--- src/rtl/max_pool_stream.sv ---
// -----------------------------------------------------------------------------
// max_pool_stream
//
// Streaming max-pooling block. Samples arrive on a valid/ready input. Every
// POOL_N accepted samples form one group. The block reports the largest
// sample of each group and the position of that sample within the group. On
// ties the earliest position wins. The result is held on a valid/ready output
// until the downstream consumes it.
//
// The block takes one sample per cycle. While a result is pending it still
// accepts the first POOL_N-1 samples of the next group. It stalls only when
// the group-completing sample would overwrite a result that nobody has
// consumed yet.
//
// Parameters
//   DATA_W  sample width in bits (2..32)
//   POOL_N  samples per pooling group (2..256)
//   SIGNED  0 = unsigned compare, 1 = two's complement compare
//
// Ports
//   clk        single clock, rising edge
//   rst_n      asynchronous active-low reset
//   clear      synchronous abort of the partial group; blocks acceptance
//   in_valid   in_data carries a sample this cycle
//   in_data    sample
//   in_ready   block accepts in_data this cycle
//   out_valid  out_data/out_idx hold a completed group result
//   out_data   maximum of the group
//   out_idx    position of the maximum within the group
//   out_ready  downstream consumes the result this cycle
//   grp_cnt    samples accepted so far in the current partial group
// -----------------------------------------------------------------------------
module max_pool_stream #(
    parameter int DATA_W = 8,
    parameter int POOL_N = 4,
    parameter int SIGNED = 0,
    localparam int IDX_W = ($clog2(POOL_N) > 1) ? $clog2(POOL_N) : 1
) (
    input  logic              clk,
    input  logic              rst_n,
    input  logic              clear,
    input  logic              in_valid,
    input  logic [DATA_W-1:0] in_data,
    output logic              in_ready,
    output logic              out_valid,
    output logic [DATA_W-1:0] out_data,
    output logic [IDX_W-1:0]  out_idx,
    input  logic              out_ready,
    output logic [IDX_W-1:0]  grp_cnt
);

    // Position of the group-completing sample.
    localparam logic [IDX_W-1:0] LAST_IDX = IDX_W'(POOL_N - 1);

    // Running state of the partial group.
    logic [IDX_W-1:0]  grpCnt_q,  grpCnt_d;
    logic [DATA_W-1:0] runMax_q,  runMax_d;
    logic [IDX_W-1:0]  runIdx_q,  runIdx_d;

    // Registered result presented downstream.
    logic              outValid_q, outValid_d;
    logic [DATA_W-1:0] outData_q,  outData_d;
    logic [IDX_W-1:0]  outIdx_q,   outIdx_d;

    // Handshake and datapath helpers.
    logic              inReady;
    logic              acceptEn;
    logic              consumeEn;
    logic              lastAccept;
    logic              isGreater;
    logic [DATA_W-1:0] candMax;
    logic [IDX_W-1:0]  candIdx;

    // Ready depends only on registered state and out_ready, never on
    // in_valid. The only stall is when the group-completing sample would
    // overwrite a result that is not being consumed this cycle.
    always_comb begin
        inReady   = !((grpCnt_q == LAST_IDX) && outValid_q && !out_ready);
        acceptEn  = in_valid && inReady && !clear;
        consumeEn = outValid_q && out_ready;
        lastAccept = acceptEn && (grpCnt_q == LAST_IDX);
    end

    // Strict greater-than keeps the earliest index on ties. The compare mode
    // is fixed by the parameter. in_data itself is never altered.
    always_comb begin
        if (SIGNED != 0) begin
            isGreater = $signed(in_data) > $signed(runMax_q);
        end else begin
            isGreater = in_data > runMax_q;
        end
    end

    // Candidate max/index after folding in the current sample. The first
    // sample of a group loads unconditionally, whatever the stale register
    // holds.
    always_comb begin
        candMax = runMax_q;
        candIdx = runIdx_q;
        if ((grpCnt_q == '0) || isGreater) begin
            candMax = in_data;
            candIdx = grpCnt_q;
        end
    end

    // Next-state logic for the running group and the output register.
    // clear wins over acceptance and leaves the pending result untouched.
    // A completing sample and a consume in the same cycle hand over
    // seamlessly: the new result replaces the old one and valid stays high.
    always_comb begin
        grpCnt_d   = grpCnt_q;
        runMax_d   = runMax_q;
        runIdx_d   = runIdx_q;
        outValid_d = outValid_q;
        outData_d  = outData_q;
        outIdx_d   = outIdx_q;

        if (clear) begin
            grpCnt_d = '0;
            runMax_d = '0;
            runIdx_d = '0;
        end else if (acceptEn) begin
            if (lastAccept) begin
                grpCnt_d  = '0;
                runMax_d  = '0;
                runIdx_d  = '0;
                outData_d = candMax;
                outIdx_d  = candIdx;
            end else begin
                grpCnt_d = grpCnt_q + 1'b1;
                runMax_d = candMax;
                runIdx_d = candIdx;
            end
        end

        if (lastAccept) begin
            outValid_d = 1'b1;
        end else if (consumeEn) begin
            outValid_d = 1'b0;
        end
    end

    // State registers. Reset drops any partial group and any pending result
    // immediately, without waiting for a clock edge.
    always_ff @(posedge clk or negedge rst_n) begin
        if (!rst_n) begin
            grpCnt_q   <= '0;
            runMax_q   <= '0;
            runIdx_q   <= '0;
            outValid_q <= 1'b0;
            outData_q  <= '0;
            outIdx_q   <= '0;
        end else begin
            grpCnt_q   <= grpCnt_d;
            runMax_q   <= runMax_d;
            runIdx_q   <= runIdx_d;
            outValid_q <= outValid_d;
            outData_q  <= outData_d;
            outIdx_q   <= outIdx_d;
        end
    end

    assign in_ready  = inReady;
    assign out_valid = outValid_q;
    assign out_data  = outData_q;
    assign out_idx   = outIdx_q;
    assign grp_cnt   = grpCnt_q;

endmodule
--- config.mk ---
export PLATFORM = sky130hd
export DESIGN_NAME = max_pool_stream
export DESIGN_NICKNAME = d
export VERILOG_FILES = /design/src/rtl/max_pool_stream.sv
export SDC_FILE = /design/constraint.sdc
export NUM_CORES = 1
export LEC_CHECK = 0
export CORE_MARGIN = 4
export CORE_UTILIZATION = 25
export DETAILED_ROUTE_END_ITERATION = 10
export PLACE_DENSITY = 0.42
export RECOVER_POWER = 100
export SYNTH_ARGS = -nofsm -noshare
export SYNTH_HDL_FRONTEND = slang
export SYNTH_SLANG_ARGS = --single-unit
--- constraint.sdc ---
create_clock -name clk -period 2.89 [get_ports clk]
set_input_delay 0.578 -clock clk [delete_from_list [all_inputs] [get_ports clk]]
set_output_delay 0.578 -clock clk [all_outputs]
set_load 0.02 [all_outputs]
======== Word level (Yosys, flattened, before mapping) ========
Cells that the tools add are included.
storage, ports and cells
  register bits ........................... 23
  input bits .............................. 13
  output and inout bits ................... 14
  logic and storage cells ................. 37
operators by class
  $add $sub $neg .......................... 1
  $lt $le $gt $ge ......................... 1
  equal/unequal tests ..................... 1
  mux-type cells .......................... 13
  bitwise logic cells ..................... 1
  reductions and logical operators ........ 14
operators by type and width
  cell                   count
  $mux W8                4
  $mux W2                7
  $gt A8 B8 Y1           1
  $logic_and A1 B1 Y1    6
  $reduce_bool A2 Y1     2
  $logic_not A1 Y1       3
  $reduce_and A3 Y1      1
  $add A2 B1 Y2 const B  1
  $eq A2 B2 Y1 const B   1
  $logic_not A2 Y1       1
  $mux W1                2
  $logic_or A1 B1 Y1     1
  $not A1 Y1             1

======== Logic depth before layout (Yosys ltp) ========
  depth in word-level cells ............... 10
  gate-level depth with buffers ........... 8
  depth with buffers taken out ............ 7

======== Worst setup path before layout ========
OpenSTA, ideal clock, no wires.
  path type ............................... in2reg
  start ................................... input port in_data[7]
  end ..................................... register runMax_q[0]
  setup time .............................. 0.122 ns
  arrival ................................. 2.102 ns
  data required time ...................... 2.768 ns
  path slack .............................. 0.667 ns
  cell stages on the path ................. 6
  path buffers ............................ 1
  cell sequence ........................... ha_1 and4_1 mux2_2 a221o_1 buf_6 a32o_1
on the way
  longest elaborated chain between the ends .. 6
RTL lines
  what                    line  text
  start: declaration      43    input logic [DATA_W-1:0] in_data,
  $gt A8 B8 Y1            90    isGreater = in_data > runMax_q;
  $logic_or A1 B1 Y1      100   if ((grpCnt_q == '0) || isGreater) begin
  $mux W8                 100
  $mux W8                 123   if (lastAccept) begin
  $mux W8                 122   end else if (acceptEn) begin
  $mux W8                 118   if (clear) begin
  end signal: assignment  155   runMax_q <= runMax_d;
  end: declaration        57    logic [DATA_W-1:0] runMax_q, runMax_d;
Every way passes these cells. The select of a mux whose other input is x is not followed.
A chain may end at the register's enable or synchronous reset.

======== Final worst setup path ========
  start ................................... input port in_data[6]
  end ..................................... register outData_q[1] (netlist: out_data[1])
on the way
  longest elaborated chain between the ends .. 3
RTL lines
  what                    line  text
  $gt A8 B8 Y1            90
  $logic_or A1 B1 Y1      100
  $mux W8                 100
  end signal: assignment  158   outData_q <= outData_d;
  end: declaration        62    logic [DATA_W-1:0] outData_q, outData_d;
Every way passes these cells.

==> flow_summary.yaml <==
run_status:
  status: "completed"
pwr:
  powerDensity_nw_per_um2: 543
  ir_drop_v: 0.000165
  p_leak_uw: 0.000719
synthesis:
  synth_largest_area_cell: "dfrtp_1"
  postSynthAreaPerCell_um2: 9.81
  netlist_area_um2: 1260
  synth_nets: 151
  synthTopCellsByArea: "dfrtp_1, ha_1, a32o_1"
  synth.distinct_cells: 25
  synthCells: 128
  ys_ff_latch: 23
  ys.warnings.count: 0
  synth.top_cell.area_share: 0.458
  ys_seq_area_frac: 0.458
die:
  die_h_um: 78.9
  core_um2: 4790
  row_count: 25
  pin_count: 27
  die_w_um: 78.9
  die-area_um2: 6220
  initial_utilization: 0.262
clock_tree:
  hold_buffers: 0
  cts-resized-gates: 0
  cts.sinks: 23
  cts_tree: "built"
  clockRootBuffer: "clkbuf_8"
  clock_path_buffers: 2
  cts_max_level: 1
  insertion_delay_ps: 260
  clkTransAtPathRegs_ps: 90
  numCtsBuffers: 3
  post_cts.repair.setup_buffers: 0
setup_path:
  start_kind: "primary input"
  arrival_ps: 2770
  r2r_start: "runMax_q[5]$_DFFE_PN0P_"
  cp-end-kind: "register"
  r2r-end: "out_data[1]$_DFFE_PN0P_"
  path_max_fanout: 10
  critical_path_required_ps: 3070
  timing.reg2reg.setup_slack_ps: 690
  critPathKind: "in2reg"
  reg2reg_depth: 7
placement:
  routabilityCongestion: 0.812
  place_ws_ps: 31.6
  port_buffers: 26
  post-dp-hpwl_um: 2460
min_path:
  hold_start: "runIdx_q[0]$_DFFE_PN0P_"
  hold_path.class: "reg2reg"
  whs_endpoint: "runIdx_q[0]$_DFFE_PN0P_"
  whs_path_depth: 1
drt:
  via_per_inst: 4.74
  firstDrtPassIters: 4
  ant_nets: 0
  drc: 0
  wire_per_inst_um: 15.1
  vias: 1071
  wl_um: 3410
  drtIter0Drc: 67
global_route:
  grt_max_degree: 24
  grt_pass1_wl_um: 5800
  antenna_found_initial: 0
  grt-ovfl-total: 0
  grt_usage: 0.120
  grt_pass1_vias: 1149
cells_and_area:
  num-fill-cells: 494
  multi_input_area_um2: 609
  areaGrowthSynthToFinish_pct: 32.2
  diodes: 0
  finalNetCount: 183
  layout-drive-gt1-share: 0.0692
  final-seq-area_um2: 576
timing:
  fin_crit_sh: 0.894
  drv_slew: 0
  tns_ps: 0
  slew_headroom: 0.114
  fmax_mhz: 387
  rsz0062_at_grt: "no"
  finalHoldViolations: 0
  tightest_slew_ps: 1330
  fin_crit_ps: 2580
  layout_setup_ws_ps: 306
  setup_viol: 0
  fin_skew_ps: 5.67
job:
  max_cap_violations: 0
per-stage QoR:
step	std cells	total power, uW	hold WS [ps]	util	instance area, um^2
2_1_floorplan	128	569	282	-	1260
3_3_place_gp	222	721	472	0.339	1620
3_5_place_dp	222	726	482	0.339	1620
4_1_cts	226	934	501	0.348	1670
5_1_grt	226	961	536	0.347	1660
6_report	226	901	499	0.347	1660
where the power goes:
part / total, uW / switching (uW) / internal [uW]
Combinational: 292 / 162 / 130
Sequential: 405 / 30.9 / 374
Clock: 204 / 106 / 98.4
sequential cells by signal, summed over array words and instances, names as in the netlist:
register	count
runIdx_q	2
out_valid	1
out_data	8
out_idx	2
runMax_q	8
grp_cnt	2
worst max-delay path by stage:
| stage | cells past startpoint | slack [ps] | end | from |
|---|---|---|---|---|
| 2_1_floorplan | 6 | 670 | runMax_q[0]$_DFFE_PN0P_ | in_data[7] |
| 3_3_place_gp | 6 | 6 | out_data[1]$_DFFE_PN0P_ | in_data[5] |
| 3_5_place_dp | 6 | 30 | out_data[0]$_DFFE_PN0P_ | in_data[7] |
| 4_1_cts | 6 | 300 | out_data[1]$_DFFE_PN0P_ | in_data[7] |
| 5_1_grt | 7 | 100 | out_idx[1]$_DFFE_PN0P_ | in_data[6] |
| 6_report | 6 | 310 | out_data[1]$_DFFE_PN0P_ | in_data[6] |
per-layer routing:
metal,wire length [um],global-route usage,vias up,share of wire
met2,1680,0.203,21,0.49
met3,106,0.0170,4,0.031
met4,46,0.0430,0,0.014
li1,-,-,541,-
met1,1580,0.157,505,0.46
met5,0,0,-,0
layout make-up:
cell class,instances,share of cell area
Tap cell,67,0.0505
Inverter,11,0.0249
Sequential cell,23,0.347
Multi-Input combinational cell,88,0.367
Timing Repair Buffer,33,0.184
Clock buffer,4,0.0271
cells in the final DEF (no fill, tap or decap), drive strengths merged:
cell type and count:
clkdlybuf4s50 10, mux2i 1, o211ai 1, dlygate4sd3 16
nand3b 1, a221o 1, mux2 2, clkbuf 6
a32o 10, o21ai 11, nand2 1, dfrtp 23
nand2b 1, and4 1, o21a 1, nand3 1
a211oi 1, ha 10, a31oi 11, and3 3
nor2b 3, buf 5, a21oi 13, nor2 14
inv 11, nand4 1
cell usage after synthesis, drive strengths merged:
library cell	instances
dfrtp	23
nor2	14
a21oi	13
a31oi	11
inv	11
o21ai	11
a32o	10
ha	10
clkbuf	5
and3	3
nor2b	3
mux2	2
a211oi	1
a221o	1
and4	1
buf	1
mux2i	1
nand2	1
nand2b	1
nand3	1
nand3b	1
nand4	1
o211ai	1
o21a	1
critical path, stage by stage:
cell	delay, ps
clkdlybuf4s50_1	460
ha_1	320
and4_1	240
mux2i_1	790
a31oi_1	180
a21oi_1	200
cells by family after synthesis:
kind of cell    Yosys count  synth area share
mux                       3            0.0259
buf+inv                  17            0.0568
compound gates           49             0.256
simple gates             26             0.104
flops                    23             0.458
fa+ha+maj                10            0.0996
No activity file was read; power rests on OpenSTA's default activity.
